`config.mk`:
```
export PLATFORM = sky130hd
export DESIGN_NAME = ps2_zx_keyboard
export DESIGN_NICKNAME = d
export VERILOG_FILES = /design/src/rtl/zx_kbd_pkg.sv /design/src/rtl/zx_keymap.sv /design/src/rtl/ps2_zx_keyboard.sv
export SDC_FILE = /design/constraint.sdc
export NUM_CORES = 1
export LEC_CHECK = 0
export BUFFER_PORTS_ARGS = -buffer_cell sky130_fd_sc_hd__buf_2
export CAP_MARGIN = 40
export CORE_ASPECT_RATIO = 0.9
export CORE_MARGIN = 1
export CORE_UTILIZATION = 44
export CTS_BUF_LIST = sky130_fd_sc_hd__clkbuf_4
export CTS_CLUSTER_SIZE = 30
export DETAILED_ROUTE_END_ITERATION = 7
export GPL_TIMING_DRIVEN = 1
export SETUP_SLACK_MARGIN = 0.3
export SYNTH_ARGS = -nofsm -noshare
export SYNTH_HDL_FRONTEND = slang
export SYNTH_SLANG_ARGS = --single-unit
export TNS_END_PERCENT = 5
```
`constraint.sdc`:
```
create_clock -name clk -period 6.5 [get_ports clk]
set_input_delay 1.95 -clock clk [delete_from_list [all_inputs] [get_ports clk]]
set_output_delay 1.95 -clock clk [all_outputs]
set_load 0.005 [all_outputs]
```
`src/rtl/zx_kbd_pkg.sv`:
```
// Shared types and constants for the PS/2 to ZX Spectrum keyboard front end.
// Holds the decoder state encoding, the special scancodes and the matrix geometry.
package zx_kbd_pkg;

  typedef enum logic [1:0] {
    IDLE,
    BRK,
    EXT,
    EXT_BRK
  } dec_state_t;

  localparam logic [7:0] SC_BREAK = 8'hF0;
  localparam logic [7:0] SC_EXT   = 8'hE0;
  localparam logic [7:0] SC_OVF0  = 8'h00;
  localparam logic [7:0] SC_OVF1  = 8'hFF;

  localparam int ROWS = 8;
  localparam int COLS = 5;

endpackage

```
`src/rtl/zx_keymap.sv`:
```
// Combinational set-2 scancode to ZX matrix position lookup.
// Extended (E0-prefixed) keys never reach this table as mapped keys.
module zx_keymap (
  input  logic [7:0] scan_code,
  output logic       hit,
  output logic [2:0] row,
  output logic [2:0] col
);

  logic [5:0] pos;

  // Each octal literal is {row, col}, so 6'o73 means row 7, column 3.
  always_comb begin
    hit = 1'b1;
    pos = 6'o00;
    case (scan_code)
      8'h12: pos = 6'o00;
      8'h1A: pos = 6'o01;
      8'h22: pos = 6'o02;
      8'h21: pos = 6'o03;
      8'h2A: pos = 6'o04;
      8'h1C: pos = 6'o10;
      8'h1B: pos = 6'o11;
      8'h23: pos = 6'o12;
      8'h2B: pos = 6'o13;
      8'h34: pos = 6'o14;
      8'h15: pos = 6'o20;
      8'h1D: pos = 6'o21;
      8'h24: pos = 6'o22;
      8'h2D: pos = 6'o23;
      8'h2C: pos = 6'o24;
      8'h16: pos = 6'o30;
      8'h1E: pos = 6'o31;
      8'h26: pos = 6'o32;
      8'h25: pos = 6'o33;
      8'h2E: pos = 6'o34;
      8'h45: pos = 6'o40;
      8'h46: pos = 6'o41;
      8'h3E: pos = 6'o42;
      8'h3D: pos = 6'o43;
      8'h36: pos = 6'o44;
      8'h4D: pos = 6'o50;
      8'h44: pos = 6'o51;
      8'h43: pos = 6'o52;
      8'h3C: pos = 6'o53;
      8'h35: pos = 6'o54;
      8'h5A: pos = 6'o60;
      8'h4B: pos = 6'o61;
      8'h42: pos = 6'o62;
      8'h3B: pos = 6'o63;
      8'h33: pos = 6'o64;
      8'h29: pos = 6'o70;
      8'h59: pos = 6'o71;
      8'h3A: pos = 6'o72;
      8'h31: pos = 6'o73;
      8'h32: pos = 6'o74;
      default: hit = 1'b0;
    endcase
  end

  assign row = pos[5:3];
  assign col = pos[2:0];

endmodule

```
`src/rtl/ps2_zx_keyboard.sv`:
```
// PS/2 receiver, set-2 make/break decoder and ZX 8x5 key matrix feeding the
// active-low column word of the Z80 port-0xFE read.
module ps2_zx_keyboard
  import zx_kbd_pkg::*;
#(
  parameter int TIMEOUT     = 20000,
  parameter int SYNC_STAGES = 2
) (
  input  logic       clk,
  input  logic       nRESET,
  input  logic       ps2_clk,
  input  logic       ps2_dat,
  input  logic [7:0] addr_hi,
  output logic [4:0] kbd_data,
  output logic       scan_valid,
  output logic [7:0] scan_code,
  output logic       rx_error
);

  localparam int TW = $clog2(TIMEOUT + 1);

  logic [SYNC_STAGES-1:0] clk_sync;
  logic [SYNC_STAGES-1:0] dat_sync;
  logic                   clk_prev;
  logic                   clk_s;
  logic                   dat_s;
  logic                   fall;

  logic [3:0]    bit_cnt;
  logic [7:0]    shreg;
  logic          par_bit;
  logic [TW-1:0] tcnt;

  dec_state_t state, next_state;
  logic       set_key, clr_key, clr_all;
  logic       map_hit;
  logic [2:0] map_row, map_col;

  logic [ROWS-1:0][COLS-1:0] key_mat;
  logic [COLS-1:0]           col_or;

  always_ff @(posedge clk or negedge nRESET) begin
    if (!nRESET) begin
      clk_sync <= '0;
      dat_sync <= '0;
      clk_prev <= 1'b0;
    end else begin
      clk_sync <= {clk_sync[SYNC_STAGES-2:0], ps2_clk};
      dat_sync <= {dat_sync[SYNC_STAGES-2:0], ps2_dat};
      clk_prev <= clk_s;
    end
  end

  assign clk_s = clk_sync[SYNC_STAGES-1];
  assign dat_s = dat_sync[SYNC_STAGES-1];
  assign fall  = clk_prev & ~clk_s;

  // Bit 0 is the start bit, 1..8 data, 9 parity, 10 stop; strobes land one cycle after the stop edge.
  always_ff @(posedge clk or negedge nRESET) begin
    if (!nRESET) begin
      bit_cnt    <= 4'd0;
      shreg      <= 8'h00;
      par_bit    <= 1'b0;
      tcnt       <= '0;
      scan_valid <= 1'b0;
      rx_error   <= 1'b0;
      scan_code  <= 8'h00;
    end else begin
      scan_valid <= 1'b0;
      rx_error   <= 1'b0;
      if (fall) begin
        tcnt <= '0;
        if (bit_cnt == 4'd0) begin
          if (!dat_s) bit_cnt <= 4'd1;
        end else if (bit_cnt <= 4'd8) begin
          shreg   <= {dat_s, shreg[7:1]};
          bit_cnt <= bit_cnt + 4'd1;
        end else if (bit_cnt == 4'd9) begin
          par_bit <= dat_s;
          bit_cnt <= 4'd10;
        end else begin
          bit_cnt <= 4'd0;
          if ((^{shreg, par_bit}) && dat_s) begin
            scan_valid <= 1'b1;
            scan_code  <= shreg;
          end else begin
            rx_error <= 1'b1;
          end
        end
      end else if (bit_cnt != 4'd0) begin
        if (tcnt == TW'(TIMEOUT - 1)) begin
          tcnt    <= '0;
          bit_cnt <= 4'd0;
        end else begin
          tcnt <= tcnt + 1'b1;
        end
      end else begin
        tcnt <= '0;
      end
    end
  end

  zx_keymap u_keymap (
    .scan_code (scan_code),
    .hit       (map_hit),
    .row       (map_row),
    .col       (map_col)
  );

  always_ff @(posedge clk or negedge nRESET) begin
    if (!nRESET) state <= IDLE;
    else         state <= next_state;
  end

  always_comb begin
    next_state = state;
    set_key    = 1'b0;
    clr_key    = 1'b0;
    clr_all    = 1'b0;
    if (scan_valid) begin
      case (state)
        IDLE: begin
          if (scan_code == SC_BREAK)                            next_state = BRK;
          else if (scan_code == SC_EXT)                         next_state = EXT;
          else if (scan_code == SC_OVF0 || scan_code == SC_OVF1) clr_all   = 1'b1;
          else if (map_hit)                                     set_key    = 1'b1;
        end
        BRK: begin
          clr_key    = map_hit;
          next_state = IDLE;
        end
        EXT:     next_state = (scan_code == SC_BREAK) ? EXT_BRK : IDLE;
        EXT_BRK: next_state = IDLE;
        default: next_state = IDLE;
      endcase
    end
  end

  always_ff @(posedge clk or negedge nRESET) begin
    if (!nRESET) begin
      key_mat <= '0;
    end else if (clr_all) begin
      key_mat <= '0;
    end else if (set_key) begin
      key_mat[map_row][map_col] <= 1'b1;
    end else if (clr_key) begin
      key_mat[map_row][map_col] <= 1'b0;
    end
  end

  // A row takes part in the read when its address line is low.
  always_comb begin
    col_or = '0;
    for (int k = 0; k < ROWS; k++) begin
      if (!addr_hi[k]) col_or = col_or | key_mat[k];
    end
    kbd_data = ~col_or;
  end

endmodule

```
==> results.json, run 1 <==
{
  "remaining_drc_errors": 0,
  "slew_violations": 0,
  "cts_tree": "built",
  "syn-num-nets": 619,
  "clk_pin_slew_ns": 0.13,
  "slew_headroom_pct": 38.8,
  "final-hold-violation-count": 0,
  "track_usage_pct": 23.3,
  "cts-hold-fix-buffers": 0,
  "placed_area_um2": 5590,
  "fillCellCount": 1088,
  "critPathKind": "input port to output port",
  "yosys_register_bits": 85,
  "place_inst": 756,
  "skew_ns": 0.0138,
  "drt_iter0_markers": 433,
  "initial_core_util_pct": 46.0,
  "gp_congestion": 0.991,
  "cts_buffer_depth": 2,
  "final_common_cell": "dfrtp_1",
  "die_w_um": 118,
  "cts_inserted_buffers": 9,
  "drtPass1Iterations": 5,
  "vdd_drop_max_mv": 0.131,
  "drv_cap": 0,
  "crit_path_start_kind": "input port",
  "hold_slack_ns": 0.369,
  "power.leakage_uw": 0.00233,
  "ys_types": 70,
  "worst_pin_slew_ns": 0.916,
  "die_h_um": 107,
  "vias": 4658,
  "synth_area_um2": 5350,
  "postCtsResizedCells": 0,
  "hpwl_um": 9590,
  "final_cell_mix": "dfrtp_1, nand2_1, nand3_1",
  "postLayoutCellArea_um2": 5750,
  "dieArea_um2": 12600,
  "power.switching_uw": 373,
  "num-nets-final": 627,
  "cp.arrival_ns": 2.76,
  "power.density_nw_per_um2": 212,
  "maxClockFrequency_mhz": 212,
  "core_area_um2": 11600,
  "detail-route-antenna-nets": 0,
  "swShare_pct": 30.5,
  "grt_max_degree": 59,
  "io_pins": 27,
  "rows": 37,
  "ys_warn_count": 0,
  "power_uw": 1220,
  "end_kind": "output port",
  "first_global_vias": 4400,
  "avgSynthCellArea_um2": 8.87,
  "antenna_found_initial": 0,
  "internal-power_uw": 847,
  "seq_power_share_pct": 51.0,
  "wl_per_cell_um": 17.8,
  "grt_pass1_wl_um": 23000,
  "portBuffers": 26,
  "tns_ns": 0,
  "worst-path-max-fanout": 5,
  "async_flop_share_pct": 100,
  "synth_edf_count": 0,
  "power_frac_comb_pct": 21.0,
  "crit_required_ns": 4.55,
  "layout.cells.non_filler": 772,
  "rsz0062_at_grt": "false",
  "hp-class": "register to register",
  "dominantRegCellSynth": "dfrtp_1",
  "clock-sinks": 85,
  "diodes": 0,
  "cts_setup_buffers": 0,
  "synth.yosys.seq_area_share_pct": 39.8,
  "root_buffer": "clkbuf_4",
  "timing.final.crit_share_pct": 72.5,
  "drive_gt1_share_pct": 16.7,
  "areaGrowthSynthToFinish_pct": 7.39,
  "viasPerCell": 6.03,
  "finalCriticalPeriod_ns": 4.71,
  "setup_viol": 0,
  "syn_inst": 603,
  "htree_num_levels": 3,
  "outcome": "completed",
  "routed_wl_um": 13700,
  "grt.overflow.total": 0,
  "p_clk_share_pct": 28.0,
  "clock_latency_ns": 0.47
}
==> logic make-up after synthesis <==
logic type	synth area share (%)
flops	39.8
buf+inv	7.41
compound gates	19.8
xor+xnor	3.77
mux	4.00
fa+ha+maj	0.935
simple gates	24.3
==> cell usage after synthesis, types with 3 or more instances <==
cell type | n | area share (%)
nand4_1 | 11 | 1.3
nand3_1 | 50 | 4.7
nor4_1 | 9 | 1.1
nor4b_1 | 3 | 0.49
a41o_1 | 3 | 0.56
nand2b_1 | 12 | 1.4
a22o_1 | 3 | 0.49
nand3b_1 | 6 | 0.84
dfrtp_1 | 85 | 40
xnor2_1 | 10 | 1.6
o22ai_1 | 30 | 3.5
buf_2 | 8 | 0.75
inv_1 | 49 | 3.4
ha_1 | 4 | 0.94
o211ai_1 | 4 | 0.56
nand2_1 | 71 | 5.0
nor3_1 | 10 | 0.94
clkbuf_1 | 22 | 1.5
mux2_2 | 19 | 4.0
nor4bb_1 | 4 | 0.75
a21o_1 | 4 | 0.56
nor2b_1 | 4 | 0.47
xor2_1 | 13 | 2.1
and3_1 | 4 | 0.47
o211ai_2 | 18 | 4.2
o31ai_1 | 3 | 0.42
o21ai_0 | 15 | 1.4
o21ai_1 | 4 | 0.37
nor2_1 | 37 | 2.6
nor4b_2 | 3 | 0.84
a21oi_1 | 17 | 1.6
a211oi_1 | 4 | 0.56
buf_6 | 6 | 1.3
==> power by group through the flow <==
stage               clock network (µW)  logic [µW]  registers (µW)
CTS                                356         260             622
detailed placement                   0         257             632
finish                             342         256             622
global route                       376         292             632
floorplan                            0         209             614
global placement                     0         247             631
==> cell type report <==
type	instances	area (µm²)	area share [%]
Inverter	49	184	3.20
Multi-Input combinational cell	429	2840	49.4
Clock buffer	9	67.6	1.18
Sequential cell	85	2130	37.0
Clock inverter	7	90.1	1.57
Tap cell	156	195	3.40
Timing Repair Buffer	37	243	4.22
==> registers in the layout, indices dropped and copies added, names as in the netlist, 2 cells and up <==
signal and count:
tcnt 15, key_mat 40, scan_code 8, shreg 8, state 2, bit_cnt 4
clk_sync 2, dat_sync 2
==> path summary, 6_finish.rpt <==
path / slack, ns / endpoint / startpoint / depth (start not counted)
min in group asynchronous: 1.38 / key_mat[3]$_DFFE_PN0P_ / nRESET / 1
min reg2reg: 0.37 / clk_sync[1]$_DFF_PN0_ / clk_sync[0]$_DFF_PN0_ / 0
min: 0.37 / clk_sync[1]$_DFF_PN0_ / clk_sync[0]$_DFF_PN0_ / 0
max reg2reg: 2.69 / key_mat[30]$_DFFE_PN0P_ / scan_code[0]$_DFFE_PN0P_ / 9
max in group asynchronous: 4.49 / tcnt[13]$_DFF_PN0_ / nRESET / 2
max: 1.79 / kbd_data[4] / addr_hi[2] / 4
==> routing by layer <==
layer  part of all wire, %  wire [µm]  global-route usage [%]  vias up
li1                      -          -                       -     2198
met1                    46       6370                    32.6     2258
met2                    45       6200                    35.0      177
met3                   6.4        877                    5.59       25
met4                   2.0        278                    8.15        0
met5                     0          0                       0        -
==> worst max-delay path, stage by stage <==
cell,delay (ns)
buf_2,0.13
o22ai_1,0.10
nor4_1,0.39
buf_2,0.19
==> through the flow <==
stage,utilization (%),setup WS [ns]
2_1_floorplan,-,2.22
4_1_cts,49.4,1.78
6_report,49.4,1.79
3_5_place_dp,48.1,1.79
5_1_grt,49.4,1.74
3_3_place_gp,47.7,1.76
No activity file was read; power rests on OpenSTA's default activity.
==> run 2: changes to the inputs <==
- clock period: 6.5 -> 4.9 ns (I/O delays scaled with it)
==> run 2 against run 1 <==
  * First-iteration DRC count up 0.69%
  * Critical path depth unchanged
  * Routed wire length up 0.60%
  * Combinational power up 30%
  * Core utilization about the same
  * Global-route usage about the same
  * Worst setup slack worse by 0.66 ns
  * Largest cell class unchanged
==> results.json, run 2 (synthesized netlist as in run 1, its figures left out) <==
{
  "cts-hold-fix-buffers": 0,
  "cp_top_family": "simple AND/OR/NAND/NOR gates",
  "crit_required_ns": 3.43,
  "end_kind": "output port",
  "power.leakage_uw": 0.00233,
  "drtPass1Iterations": 5,
  "viasPerCell": 5.98,
  "num-nets-final": 630,
  "maxClockFrequency_mhz": 265,
  "drive_gt1_share_pct": 17.3,
  "preCtsSetupSlack_ns": 1.13,
  "hp-class": "register to register",
  "vdd_drop_max_mv": 0.251,
  "vias": 4638,
  "grt_max_degree": 63,
  "antenna_found_initial": 0,
  "finalCriticalPeriod_ns": 3.77,
  "portBuffers": 26,
  "skew_ns": 0.0144,
  "postCtsResizedCells": 0,
  "regMostFlops": "key_mat",
  "die_h_um": 107,
  "fillCellCount": 1126,
  "cts_inserted_buffers": 9,
  "clock_latency_ns": 0.49,
  "dieArea_um2": 12600,
  "final_cell_mix": "dfrtp_1, nand2_1, nand3_1",
  "final-hold-violation-count": 0,
  "htree_num_levels": 3,
  "drt_iter0_markers": 436,
  "slew_violations": 0,
  "rsz0062_at_grt": "false",
  "initial_core_util_pct": 46.0,
  "worst-path-buf-inv": 2,
  "clk_pin_slew_ns": 0.12,
  "cts_setup_buffers": 0,
  "path_cells": "buf_2 > o22ai_1 > nor4_1 > buf_2",
  "slowest_stage": "nor4_1",
  "routed_wl_um": 13800,
  "clock-sinks": 85,
  "rows": 37,
  "gp_congestion": 1.00,
  "largest_reg_flops": 40,
  "tns_ns": 0,
  "first_global_vias": 4254,
  "cts_tree": "built",
  "power.density_nw_per_um2": 283,
  "outcome": "completed",
  "remaining_drc_errors": 0,
  "die_w_um": 118,
  "diodes": 0,
  "cts_buffer_depth": 2,
  "detail-route-antenna-nets": 0,
  "root_buffer": "clkbuf_4",
  "worst_pin_slew_ns": 0.841,
  "final_common_cell": "dfrtp_1",
  "setup_viol": 0,
  "reg_top3": "key_mat (40), tcnt (15)",
  "grt_pass1_wl_um": 22900,
  "timing.final.crit_share_pct": 77.0,
  "crit_path_start_kind": "input port",
  "track_usage_pct": 23.2,
  "areaGrowthSynthToFinish_pct": 7.34,
  "worst_slack_ns": 1.13,
  "cp.arrival_ns": 2.30,
  "critPathKind": "input port to output port",
  "io_pins": 27,
  "worst-path-max-fanout": 5,
  "core_area_um2": 11600,
  "slew_headroom_pct": 43.9,
  "drv_cap": 0,
  "grt.overflow.total": 0,
  "cpPeakStageDelay_ns": 0.41,
  "wl_per_cell_um": 17.8,
  "cp_common_cell": "buf_2",
  "hpwl_um": 9550
}
[run 2: final timing paths]
kind	from	to	slack [ns]	cells past startpoint
worst max-delay path	addr_hi[2]	kbd_data[4]	1.13	4
worst min-delay path	dat_sync[0]$_DFF_PN0_	dat_sync[1]$_DFF_PN0_	0.37	0
worst max register to register	scan_code[3]$_DFFE_PN0P_	key_mat[25]$_DFFE_PN0P_	1.44	8
worst min register to register	dat_sync[0]$_DFF_PN0_	dat_sync[1]$_DFF_PN0_	0.37	0
max in group asynchronous	nRESET	key_mat[20]$_DFFE_PN0P_	3.03	2
min in group asynchronous	nRESET	key_mat[23]$_DFFE_PN0P_	1.04	1
[run 2: stage by stage]
step	cells	power [µW]	hold slack (ns)	util [%]	instance area, µm²
after floorplan	603	1090	0.331	-	5350
after global placement	758	1170	0.333	48.0	5580
after detailed placement	758	1170	0.338	48.0	5580
after CTS	774	1640	0.378	49.4	5740
after global routing	775	1720	0.384	49.4	5740
final	775	1620	0.372	49.4	5740
[run 2: power breakdown]
group	internal, µW	leakage (µW)	switching, µW
Clock	211	0.0000786	255
Combinational	161	0.00109	173
Sequential	756	0.00116	68.3
Total	1130	0.00233	496
[run 2: layout make-up]
class / count / area, µm² / area share (%)
clock inverter: 6 / 87.6 / 1.53
inverter: 49 / 184 / 3.20
clock buffer: 10 / 75.1 / 1.31
timing repair buffer: 40 / 235 / 4.10
sequential: 85 / 2130 / 37.0
tap: 156 / 195 / 3.40
multi-input combinational: 429 / 2840 / 49.4
[run 2: worst reg2reg max path, stage by stage, from the launching register on]
cell      delay (ns)
dfrtp_1         0.78
nor4bb_1        0.69
nand3_1         0.32
and3_4          0.29
and3_4          0.17
a31o_4          0.27
or3_1           0.30
buf_4           0.28
o211ai_1        0.27
[run 2: metal layers]
| layer | part of all wire (%) | vias up | track usage, % |
|---|---|---|---|
| li1 | - | 2213 | - |
| met2 | 46 | 166 | 35.5 |
| met1 | 46 | 2239 | 32.6 |
| met3 | 6.4 | 20 | 4.89 |
| met4 | 1.8 | 0 | 7.97 |
| met5 | 0 | - | 0 |
